--- src/rtl/sel_ctrl_pkg.sv ---
// Shared types and helpers for the selector-chain sequencer.
package sel_ctrl_pkg;

  typedef enum logic [2:0] {
    S_IDLE      = 3'd0,
    S_LAUNCH    = 3'd1,
    S_STEP      = 3'd2,
    S_WAIT_TAIL = 3'd3,
    S_NEXT      = 3'd4,
    S_DONE      = 3'd5,
    S_ERR       = 3'd6
  } state_t;

  // Index width that never collapses to zero bits for tiny counts.
  function automatic int max1_clog2(input int n);
    return (n <= 2) ? 1 : $clog2(n);
  endfunction

endpackage

--- src/rtl/sel_ctrl_timeout.sv ---
// Loadable down-counter with clear, enable and an expired (count==0) flag.
module sel_ctrl_timeout #(
  parameter int WIDTH = 7
) (
  input  logic             clk,
  input  logic             rst_n,
  input  logic             clr,
  input  logic             load,
  input  logic             en,
  input  logic [WIDTH-1:0] load_val,
  output logic             expired
);

  logic [WIDTH-1:0] count;

  // NOTE: sequential state is written with non-blocking assignments so every
  // flop samples the pre-edge values of its neighbours.
  always_ff @(posedge clk or negedge rst_n) begin
    if (!rst_n)               count <= '0;
    else if (clr)             count <= '0;
    else if (load)            count <= load_val;
    else if (en && !expired)  count <= count - 1'b1;
  end

  assign expired = (count == '0);

endmodule

--- src/rtl/sel_chain_ctrl.sv ---
// Sequencer that launches go tokens into a selector chain and steps the
// neuron accumulator through WEIGHT_N weights for each of NEURON_N passes.
module sel_chain_ctrl
  import sel_ctrl_pkg::*;
#(
  parameter int WEIGHT_N = 8,
  parameter int NEURON_N = 4,
  parameter int TIMEOUT  = 64
) (
  input  logic                              clk,
  input  logic                              rst_n,
  input  logic                              start,
  input  logic                              freeze,
  input  logic                              chain_done,
  output logic                              go_l,
  output logic                              go_r,
  output logic                              acc_clr,
  output logic                              acc_en,
  output logic [max1_clog2(WEIGHT_N)-1:0]   weight_idx,
  output logic [max1_clog2(NEURON_N)-1:0]   neuron_idx,
  output logic                              busy,
  output logic                              done,
  output logic                              timeout_err
);

  localparam int WW = max1_clog2(WEIGHT_N);
  localparam int NW = max1_clog2(NEURON_N);
  localparam int TW = $clog2(TIMEOUT) + 1;
  localparam logic [WW-1:0] W_LAST = WW'(WEIGHT_N - 1);
  localparam logic [NW-1:0] N_LAST = NW'(NEURON_N - 1);
  localparam logic [TW-1:0] T_LOAD = TW'(TIMEOUT - 1);

  state_t        state, state_nx;
  logic [WW-1:0] w_cnt;
  logic [NW-1:0] n_cnt;
  logic          early;
  logic          tmr_expired;

  logic go_l_d, go_r_d, acc_clr_d, acc_en_d, busy_d, done_d, err_d;

  // Counter is armed during STEP so WAIT_TAIL starts at TIMEOUT-1 and
  // expires after exactly TIMEOUT cycles without a tail token.
  sel_ctrl_timeout #(.WIDTH(TW)) u_timeout (
    .clk      (clk),
    .rst_n    (rst_n),
    .clr      (state == S_IDLE),
    .load     (state == S_STEP),
    .en       (state == S_WAIT_TAIL),
    .load_val (T_LOAD),
    .expired  (tmr_expired)
  );

  always_ff @(posedge clk or negedge rst_n) begin
    if (!rst_n) state <= S_IDLE;
    else        state <= state_nx;
  end

  // NOTE: every combinational output gets a default first, so no path through
  // the case can leave a signal unassigned and infer a latch.
  always_comb begin
    state_nx = state;
    unique case (state)
      S_IDLE:      if (start) state_nx = S_LAUNCH;
      S_LAUNCH:    state_nx = S_STEP;
      S_STEP:      if (!freeze && w_cnt == W_LAST) state_nx = S_WAIT_TAIL;
      S_WAIT_TAIL: begin
        if (early || chain_done) state_nx = S_NEXT;
        else if (tmr_expired)    state_nx = S_ERR;
      end
      S_NEXT:      state_nx = (n_cnt == N_LAST) ? S_DONE : S_LAUNCH;
      S_DONE:      state_nx = S_IDLE;
      S_ERR:       if (start) state_nx = S_LAUNCH;
      default:     state_nx = S_IDLE;
    endcase
  end

  always_ff @(posedge clk or negedge rst_n) begin
    if (!rst_n) begin
      w_cnt <= '0;
      n_cnt <= '0;
      early <= 1'b0;
    end else begin
      if (state_nx == S_LAUNCH)
        w_cnt <= '0;
      else if (state == S_STEP && !freeze && w_cnt != W_LAST)
        w_cnt <= w_cnt + 1'b1;

      if ((state == S_IDLE || state == S_ERR) && start)
        n_cnt <= '0;
      else if (state == S_NEXT && n_cnt != N_LAST)
        n_cnt <= n_cnt + 1'b1;

      // A tail that overtakes the stepping is remembered for WAIT_TAIL.
      if (state == S_LAUNCH)                  early <= chain_done;
      else if (state == S_STEP && chain_done) early <= 1'b1;
    end
  end

  always_comb begin
    go_l_d    = 1'b0;
    go_r_d    = 1'b0;
    acc_clr_d = 1'b0;
    acc_en_d  = 1'b0;
    busy_d    = 1'b0;
    done_d    = 1'b0;
    err_d     = 1'b0;
    unique case (state)
      S_LAUNCH: begin
        go_l_d    = 1'b1;
        go_r_d    = (n_cnt != '0);
        acc_clr_d = 1'b1;
        busy_d    = 1'b1;
      end
      S_STEP: begin
        acc_en_d = !freeze;
        busy_d   = 1'b1;
      end
      S_WAIT_TAIL, S_NEXT: busy_d = 1'b1;
      S_DONE:              done_d = 1'b1;
      S_ERR:               err_d  = 1'b1;
      default: ;
    endcase
  end

  // Registered outputs keep inputs off any combinational output path.
  always_ff @(posedge clk or negedge rst_n) begin
    if (!rst_n) begin
      go_l        <= 1'b0;
      go_r        <= 1'b0;
      acc_clr     <= 1'b0;
      acc_en      <= 1'b0;
      weight_idx  <= '0;
      neuron_idx  <= '0;
      busy        <= 1'b0;
      done        <= 1'b0;
      timeout_err <= 1'b0;
    end else begin
      go_l        <= go_l_d;
      go_r        <= go_r_d;
      acc_clr     <= acc_clr_d;
      acc_en      <= acc_en_d;
      weight_idx  <= w_cnt;
      neuron_idx  <= n_cnt;
      busy        <= busy_d;
      done        <= done_d;
      timeout_err <= err_d;
    end
  end

endmodule
--- config.mk ---
export PLATFORM = sky130hd
export DESIGN_NAME = sel_chain_ctrl
export DESIGN_NICKNAME = d
export VERILOG_FILES = /design/src/rtl/sel_ctrl_pkg.sv /design/src/rtl/sel_ctrl_timeout.sv /design/src/rtl/sel_chain_ctrl.sv
export SDC_FILE = /design/constraint.sdc
export NUM_CORES = 1
export LEC_CHECK = 0
export BUFFER_PORTS_ARGS = -buffer_cell sky130_fd_sc_hd__buf_2
export CORE_MARGIN = 2
export CORE_UTILIZATION = 60
export DETAILED_ROUTE_END_ITERATION = 7
export HOLD_SLACK_MARGIN = 0.08
export PLACE_DENSITY = 0.82
export SETUP_SLACK_MARGIN = 0.02
export SYNTH_ARGS = -nofsm -noshare
export SYNTH_HDL_FRONTEND = slang
export SYNTH_SLANG_ARGS = --single-unit
export TNS_END_PERCENT = 30
--- constraint.sdc ---
create_clock -name clk -period 4.8 [get_ports clk]
set_input_delay 0.72 -clock clk [delete_from_list [all_inputs] [get_ports clk]]
set_output_delay 0.72 -clock clk [all_outputs]
set_load 0.01 [all_outputs]
# Word level (Yosys, flattened, before mapping)
# Cells that the tools add are included.
# word_totals
reg_bits	27
latch_bits	0
ram_bits	0
rom_bits	0
elab_cells	68
memories	0
# op_classes
addsub	3
mul	0
n_div	0
n_lt_le_gt_ge	0
eq_ne	11
shift	0
muxes	21
bitwise_logic	0
reduce_logical	20
# op_table
operator	n
3-bit two-way mux	7
7-bit two-way mux	3
3-bit case mux with 5 select lines	1
3-bit equality test, second input constant	4
1-bit two-way mux	8
2-bit nonzero test	4
1-bit logical AND	7
7-bit zero test	1
7-bit by 1-bit subtractor with 7-bit output, second input constant	1
3-bit by 1-bit equality test with 1-bit output, second input constant	2
3-bit by 2-bit equality test with 1-bit output, second input constant	2
2-bit two-way mux	2
4-bit OR reduction	1
3-bit by 1-bit adder with 3-bit output, second input constant	1
3-bit zero test	1
3-bit != test, second input constant	1
3-bit nonzero test	1
2-bit by 1-bit adder with 2-bit output, second input constant	1
2-bit equality test, second input constant	1
1-bit zero test	2
1-bit logical OR	2
2-bit != test, second input constant	1
2-bit OR reduction	1

# Longest topological paths before layout
# Gate-level depths: netlist of run 1.
# logic_depth
word_depth	6
ltp_mapped	6

# By module
# From an unflattened synthesis of run 1, not the netlist that was laid out.
# unflattened
cells_unflattened	137
area_unflattened_um2	1410.1
# by_module_without_submodules
mod	instances	cells_per_inst	area_each_um2
sel_chain_ctrl	1	78	887.1
sel_ctrl_timeout	1	59	523.0

# Worst setup path before layout of run 1
# Ideal clock, no wire load.
# synth_path
kind	register to register
startpoint	register u_timeout.count[0]
endpoint	register w_cnt[0]
arrival_ns	1.555
required_ns	4.673
slack_ns	3.119
path_stages_with_launch	7
period_less_slack_ns	1.681
path_cell_list	dfrtp_1 -> inv_1 -> ha_1 -> nor3b_2 -> a2111o_1 -> a211oi_2 -> nor2_1
# synth_between
elab_chain_cells	6
word_cells_on_any_way	7
classes_between	eq/ne: 1; mux: 4; reduce/logical: 2
# synth_lines
item	line_no	rtl
start, declared	sel_ctrl_timeout.sv:14	logic [WIDTH-1:0] count;
start signal, assigned	sel_ctrl_timeout.sv:21	else if (load) count <= load_val;
start signal, assigned	sel_ctrl_timeout.sv:22	else if (en && !expired) count <= count - 1'b1;
7-bit zero test *	sel_ctrl_timeout.sv:25	assign expired = (count == '0);
3-bit two-way mux *	sel_chain_ctrl.sv:68	else if (tmr_expired) state_nx = S_ERR;
3-bit two-way mux *	sel_chain_ctrl.sv:67	if (early || chain_done) state_nx = S_NEXT;
3-bit case mux with 5 select lines *	sel_chain_ctrl.sv:62	unique case (state)
3-bit by 1-bit equality test with 1-bit output *	sel_chain_ctrl.sv:83	if (state_nx == S_LAUNCH)
3-bit two-way mux / 2-bit nonzero test (equally long branches)	-	
end signal, assigned	sel_chain_ctrl.sv:86	w_cnt <= w_cnt + 1'b1;
end, declared	sel_chain_ctrl.sv:34	logic [WW-1:0] w_cnt;
# Every way passes the cells marked *; elsewhere a longest branch is shown, timed or not.
# A chain may end at the register's enable or synchronous reset.

# Worst setup path after layout of run 1
# layout_path
startpoint	register u_timeout.count[0]
endpoint	register w_cnt[2]
# The elaborated chain is that of the path after synthesis.

==> results_dict.tcl, run 1 <==
set metrics [dict create \
    slowest_delay_ns 0.45 \
    fin_area_um2 1440 \
    grt_overflow_total 0 \
    ctsHoldBuffers 0 \
    dr.pass1.iters 4 \
    yosysUniqueCellTypes 42 \
    crit_fanout 6 \
    seqPwrFrac_pct 43.8 \
    syn2layout_area_growth_pct 7.89 \
    p_sw_share_pct 42.0 \
    worst_pin_slew_ns 0.584 \
    place_area_um2 1410 \
    hold_viol_final 0 \
    tns_ns 0 \
    dp_slack_ns 2.97 \
    yosysMostFrequentCell "dfrtp_1" \
    drc 0 \
    dp_hpwl_mm 1.63 \
    relSlewSlack_pct 61.1 \
    vias 971 \
    h-tree-depth 1 \
    viasPerCell 5.96 \
    status "complete, no violations" \
    drv_slew 0 \
    dr_wl_met3_um 121 \
    grt_pass1_vias 943 \
    syn_area_um2 1330 \
    fin_crit_ns 1.85 \
    min_path_type "input pin to async pin" \
    clock_sinks 27 \
    synth_top_area_share_pct 50.8 \
    syn_inst 120 \
    port_buffers 16 \
    synthArstFlopShare_pct 100 \
    drv_cap 0 \
    n_antenna_cell 0 \
    clock_skew_ns 0.00179 \
    p_int_mw 0.555 \
    track_usage_pct 21.4 \
    worstPathArrival_ns 2.07 \
    cts_max_path_buffers 2 \
    ys_warn_count 0 \
    drtIter0Drc 30 \
    fin_crit_sh_pct 38.6 \
    synth-edff-count 0 \
    synthTopCellsByCount "dfrtp_1 (27), nor2_1 (11), nand2_1 (8), ha_1 (6), inv_1 (6)" \
    p_per_area_nw_per_um2 667 \
    layout-drive-gt1-share_pct 20.0 \
    grt_start_max_net_pins 28 \
    wl_met1_mm 1.06 \
    clkPwrFrac_pct 10.2 \
    core_area_um2 2150 \
    clock_latency_ns 0.32 \
    syn_nets 131 \
    detail-route-antenna-nets 0 \
    required_ns 5.02 \
    crit_path_cell_trace "inv_1 -> ha_1 -> nor3b_2 -> a2111o_1 -> a211oi_2 -> nor2_1" \
    ys_top_cells_by_area "dfrtp_1 (51%), ha_1 (5.6%), a22o_1 (3.3%)" \
    nNetsFinal 147 \
    cts_root_buf "clkbuf_4" \
    start_util_pct 62.0 \
    dieArea_um2 2610 \
    synth_ff_type "dfrtp_1" \
    fmax_ghz 0.540 \
    rows 17 \
    antenna_found_initial 0 \
    p_switching_mw 0.403 \
    leakage_nw 0.699 \
    worstReg2RegStart "u_timeout.count[0]$_DFFE_PN0P_" \
    wirelength_mm 2.29 \
    post-cts-setup-buffer-count 0 \
    fillers 171 \
    start_kind "flop" \
    path_clk_slew_ns 0.14 \
    layout_setup_ws_ns 2.95 \
    die_width_um 51.1 \
    cts_made_buffers 3 \
    cp-end-kind "flop" \
    setup_violations 0 \
    synth_largest_area_cell "dfrtp_1" \
    grt_pass1_wl_mm 4.14 \
    wl_met2_mm 1.06 \
    rsz0062_at_grt "no" \
    wl_per_cell_um 14.0 \
    die_h_um 51.1 \
    ys_seq_area_share_pct 50.8 \
    critPathSlowestCell "a2111o_1" \
    irDropWorstVdd_mv 0.360 \
    critPathKind "flop to flop" \
    cts.repair.resized 0 \
    crit_start "u_timeout.count[0]$_DFFE_PN0P_" \
    holdWs_ns 0.372 \
    cts_tree "done" \
    top_layer "met4" \
    ios 17 \
    pwr-share-comb_pct 45.9 \
    syn_avg_cell_area_um2 11.1 \
    place.gp.congestion 0.844 \
    ys_ff_latch 27 \
]
-- layer usage --
| layer | GRT usage [%] | vias up |
|---|---|---|
| met3 | 2.92 | 5 |
| met4 | 8.11 | 0 |
| met5 | 0 | - |
| li1 | - | 459 |
| met1 | 29.5 | 469 |
| met2 | 34.4 | 38 |
-- critical path: cells and delay by family, from the launching register on --
kind	cells	cell delay [ns]
AOI/OAI and AO/OA	2	0.76
DFF	1	0.44
and+or+nand+nor	2	0.27
adders and majority gates	1	0.19
buffers and inverters	1	0.10
-- area by class of cell --
class / instances / area (um^2) / area share [%]
sequential: 27 / 676 / 47.0
multi-input combinational: 81 / 593 / 41.3
timing repair buffer: 16 / 80.1 / 5.57
tap: 28 / 35.0 / 2.44
clock buffer: 4 / 26.3 / 1.83
inverter: 7 / 26.3 / 1.83
-- flip-flops by register name (all words and copies together) (netlist names) --
register	cells
u_timeout.count	7
state	3
w_cnt	3
weight_idx	3
n_cnt	2
neuron_idx	2
acc_clr	1
acc_en	1
busy	1
done	1
early	1
go_r	1
timeout_err	1
-- cell families after synthesis --
group,synth area share [%]
buf+inv,4.70
xor+xnor,1.97
simple gates,17.8
compound gates,16.9
flops,50.8
mux,2.26
fa+ha+maj,5.64
-- placed cells by master (no fill, tap or decap), drive strengths merged, types with 4 or more instances in the layout --
master,count
dfrtp,27
nand2b,5
ha,6
a21oi,5
clkbuf,4
nand2,8
buf,16
nor3,5
a22o,5
inv,7
nor2,11
-- power groups by stage --
| stage | Sequential, mW | Combinational (mW) | Clock (mW) |
|---|---|---|---|
| finish | 0.420 | 0.440 | 0.0980 |
| global route | 0.438 | 0.504 | 0.110 |
| CTS | 0.419 | 0.443 | 0.100 |
| detailed placement | 0.423 | 0.440 | 0 |
| global placement | 0.417 | 0.425 | 0 |
| floorplan | 0.398 | 0.371 | 0 |
-- worst paths after layout --
kind | end | slack, ns | cells after the start
min in group clk | weight_idx[1]$_DFF_PN0_ | 0.44 | 0
max | w_cnt[2]$_DFFE_PN0P_ | 2.95 | 6
max in group asynchronous | u_timeout.count[2]$_DFFE_PN0P_ | 4.05 | 1
max reg2reg | w_cnt[2]$_DFFE_PN0P_ | 2.95 | 6
min reg2reg | weight_idx[1]$_DFF_PN0_ | 0.44 | 0
min | neuron_idx[0]$_DFF_PN0_ | 0.37 | 1
-- through the flow --
stage / cells / power (mW) / util, %
floorplan: 120 / 0.768 / -
global placement: 159 / 0.842 / 65.6
detailed placement: 159 / 0.863 / 65.6
CTS: 163 / 0.962 / 66.9
global route: 163 / 1.05 / 66.9
finish: 163 / 0.958 / 66.9
(Power assumes the default switching activity.)
==> run 2: changes to the inputs <==
--- a/config.mk
+++ b/config.mk
@@ -7,10 +7,10 @@
 export LEC_CHECK = 0
 export BUFFER_PORTS_ARGS = -buffer_cell sky130_fd_sc_hd__buf_2
 export CORE_MARGIN = 2
-export CORE_UTILIZATION = 60
+export CORE_UTILIZATION = 56
 export DETAILED_ROUTE_END_ITERATION = 7
 export HOLD_SLACK_MARGIN = 0.08
-export PLACE_DENSITY = 0.82
+export PLACE_DENSITY = 0.78
 export SETUP_SLACK_MARGIN = 0.02
 export SYNTH_ARGS = -nofsm -noshare
 export SYNTH_HDL_FRONTEND = slang
==> constraint.sdc (replaced) <==
create_clock -name clk -period 1.77 [get_ports clk]
set_input_delay 0.2655 -clock clk [delete_from_list [all_inputs] [get_ports clk]]
set_output_delay 0.2655 -clock clk [all_outputs]
set_load 0.01 [all_outputs]
==> run 2 against run 1 <==
  * Die area rose by 6.6%
  * Register-to-register slack lost 2.9 ns
  * Fmax grew 6.8%
  * Via count up 0.93%
  * Final cell count increased by 7.4%
  * Clock skew rose by 0.0066 ns
  * Sequential share of layout area fell by 3.6 points
  * Non-clock buffer count rose by 12
  * Worst setup slack worse by 2.9 ns
  * Highest routed layer unchanged
==> results_dict.tcl, run 2 (synthesis results as in run 1) <==
set metrics [dict create \
    whs_path_depth 2 \
    dieArea_um2 2780 \
    cts_max_path_buffers 2 \
    start_util_pct 59.6 \
    worstHoldStart "freeze" \
    n_antenna_cell 0 \
    worstPathArrival_ns 1.95 \
    layout-drive-gt1-share_pct 27.2 \
    p_per_area_nw_per_um2 1850 \
    fin_crit_ns 1.73 \
    wl_per_cell_um 14.5 \
    worstHoldEndpoint "acc_en$_DFF_PN0_" \
    required_ns 1.98 \
    viasPerCell 5.60 \
    vias 980 \
    drv_slew 0 \
    h-tree-depth 1 \
    final_util_pct 69.8 \
    critPathKind "flop to flop" \
    drc 0 \
    path_clk_slew_ns 0.14 \
    reg2reg_slack_ns 0.04 \
    fin_crit_sh_pct 97.9 \
    die_width_um 52.8 \
    rows 17 \
    syn2layout_area_growth_pct 17.1 \
    core_area_um2 2230 \
    status "complete, no violations" \
    relSlewSlack_pct 60.9 \
    leakage_nw 0.764 \
    dr.pass1.iters 4 \
    dp_hpwl_mm 1.84 \
    largest_reg_flops 7 \
    hold_viol_final 0 \
    final_cell_mix "dfrtp_1 (26), buf_2 (16), nor2_1 (11), buf_4 (11), nand2_1 (8)" \
    place.gp.congestion 0.818 \
    wirelength_mm 2.54 \
    min_path_type "input pin to flop" \
    cp-end-kind "flop" \
    ios 17 \
    start_kind "flop" \
    crit_fanout 5 \
    worstReg2RegStart "u_timeout.count[0]$_DFFE_PN0P_" \
    irDropWorstVdd_mv 1.12 \
    grt_start_max_net_pins 28 \
    drv_cap 0 \
    nNetsFinal 159 \
    grt_pass1_vias 975 \
    r2r_cells 6 \
    antenna_found_initial 0 \
    track_usage_pct 21.1 \
    grt_pass1_wl_mm 4.28 \
    tns_ns 0 \
    grt_overflow_total 0 \
    rsz0062_at_grt "yes" \
    clock_latency_ns 0.33 \
    regMostFlops "u_timeout.count" \
    place_area_um2 1480 \
    fin_area_um2 1560 \
    cts_made_buffers 3 \
    port_buffers 16 \
    cts_tree "done" \
    setup_violations 0 \
    clock_sinks 27 \
    worst_pin_slew_ns 0.587 \
    detail-route-antenna-nets 0 \
    fmax_ghz 0.577 \
    cts_root_buf "clkbuf_4" \
    die_h_um 52.8 \
    drtIter0Drc 25 \
    rr_endpoint "w_cnt[1]$_DFFE_PN0P_" \
    clock_skew_ns 0.00843 \
    layout_commonest_cell "dfrtp_1" \
]
## run 2: final cells by class
type | count | area [um^2]
sequential | 27 | 677
fill | 167 | 674
multi-input combinational | 81 | 622
timing repair buffer | 28 | 173
tap | 28 | 35.0
clock buffer | 4 | 26.3
inverter | 7 | 26.3
## run 2: worst max-delay path by stage
stage,startpoint,slack (ns),to,cells after the start
after floorplan,u_timeout.count[0]$_DFFE_PN0P_,0.09,w_cnt[0]$_DFFE_PN0P_,6
after global placement,u_timeout.count[0]$_DFFE_PN0P_,0.09,w_cnt[0]$_DFFE_PN0P_,6
after detailed placement,u_timeout.count[0]$_DFFE_PN0P_,0.05,w_cnt[1]$_DFFE_PN0P_,6
after CTS,u_timeout.count[0]$_DFFE_PN0P_,0.04,w_cnt[1]$_DFFE_PN0P_,6
after global routing,u_timeout.count[1]$_DFFE_PN0P_,-0.01,w_cnt[2]$_DFFE_PN0P_,6
final,u_timeout.count[0]$_DFFE_PN0P_,0.04,w_cnt[1]$_DFFE_PN0P_,6
## run 2: timing repair
item	4_1_cts	5_1_grt
setup endpoints to repair	3	8
hold buffers	1	0
gates resized for setup	0	5
endpoints found under the hold margin	27	0
pin swaps	1	2
setup buffers	0	2
## run 2: routing by layer
| layer | wire [um] | GRT usage (%) |
|---|---|---|
| met5 | 0 | 0 |
| met3 | 109 | 3.71 |
| met2 | 1250 | 35.2 |
| met1 | 1150 | 27.1 |
| met4 | 32 | 8.12 |
## run 2: per-stage QoR
step	power [mW]	setup WS [ns]	hold WS (ns)	cells
final	2.89	0.0369	0.151	175
after global routing	3.14	-0.0137	0.145	175
after CTS	2.78	0.0410	0.145	173
after detailed placement	2.51	0.0486	0.310	168
after global placement	2.43	0.0863	0.292	168
after floorplan	2.08	0.0886	-0.0301	120
## run 2: critical path, cell delays in order, from the launching register on
cell and delay [ns]:
dfrtp_1 0.37, inv_1 0.06, ha_1 0.22, nor3b_4 0.17
a2111o_1 0.40, a211oi_2 0.31, nor2_1 0.09
## run 2: power by group
group	switching, mW	leakage (nW)	total (mW)	internal (mW)
Sequential	0.229	0.345	1.10	0.868
Combinational	0.792	0.404	1.53	0.736
Clock	0.173	0.0150	0.261	0.0884
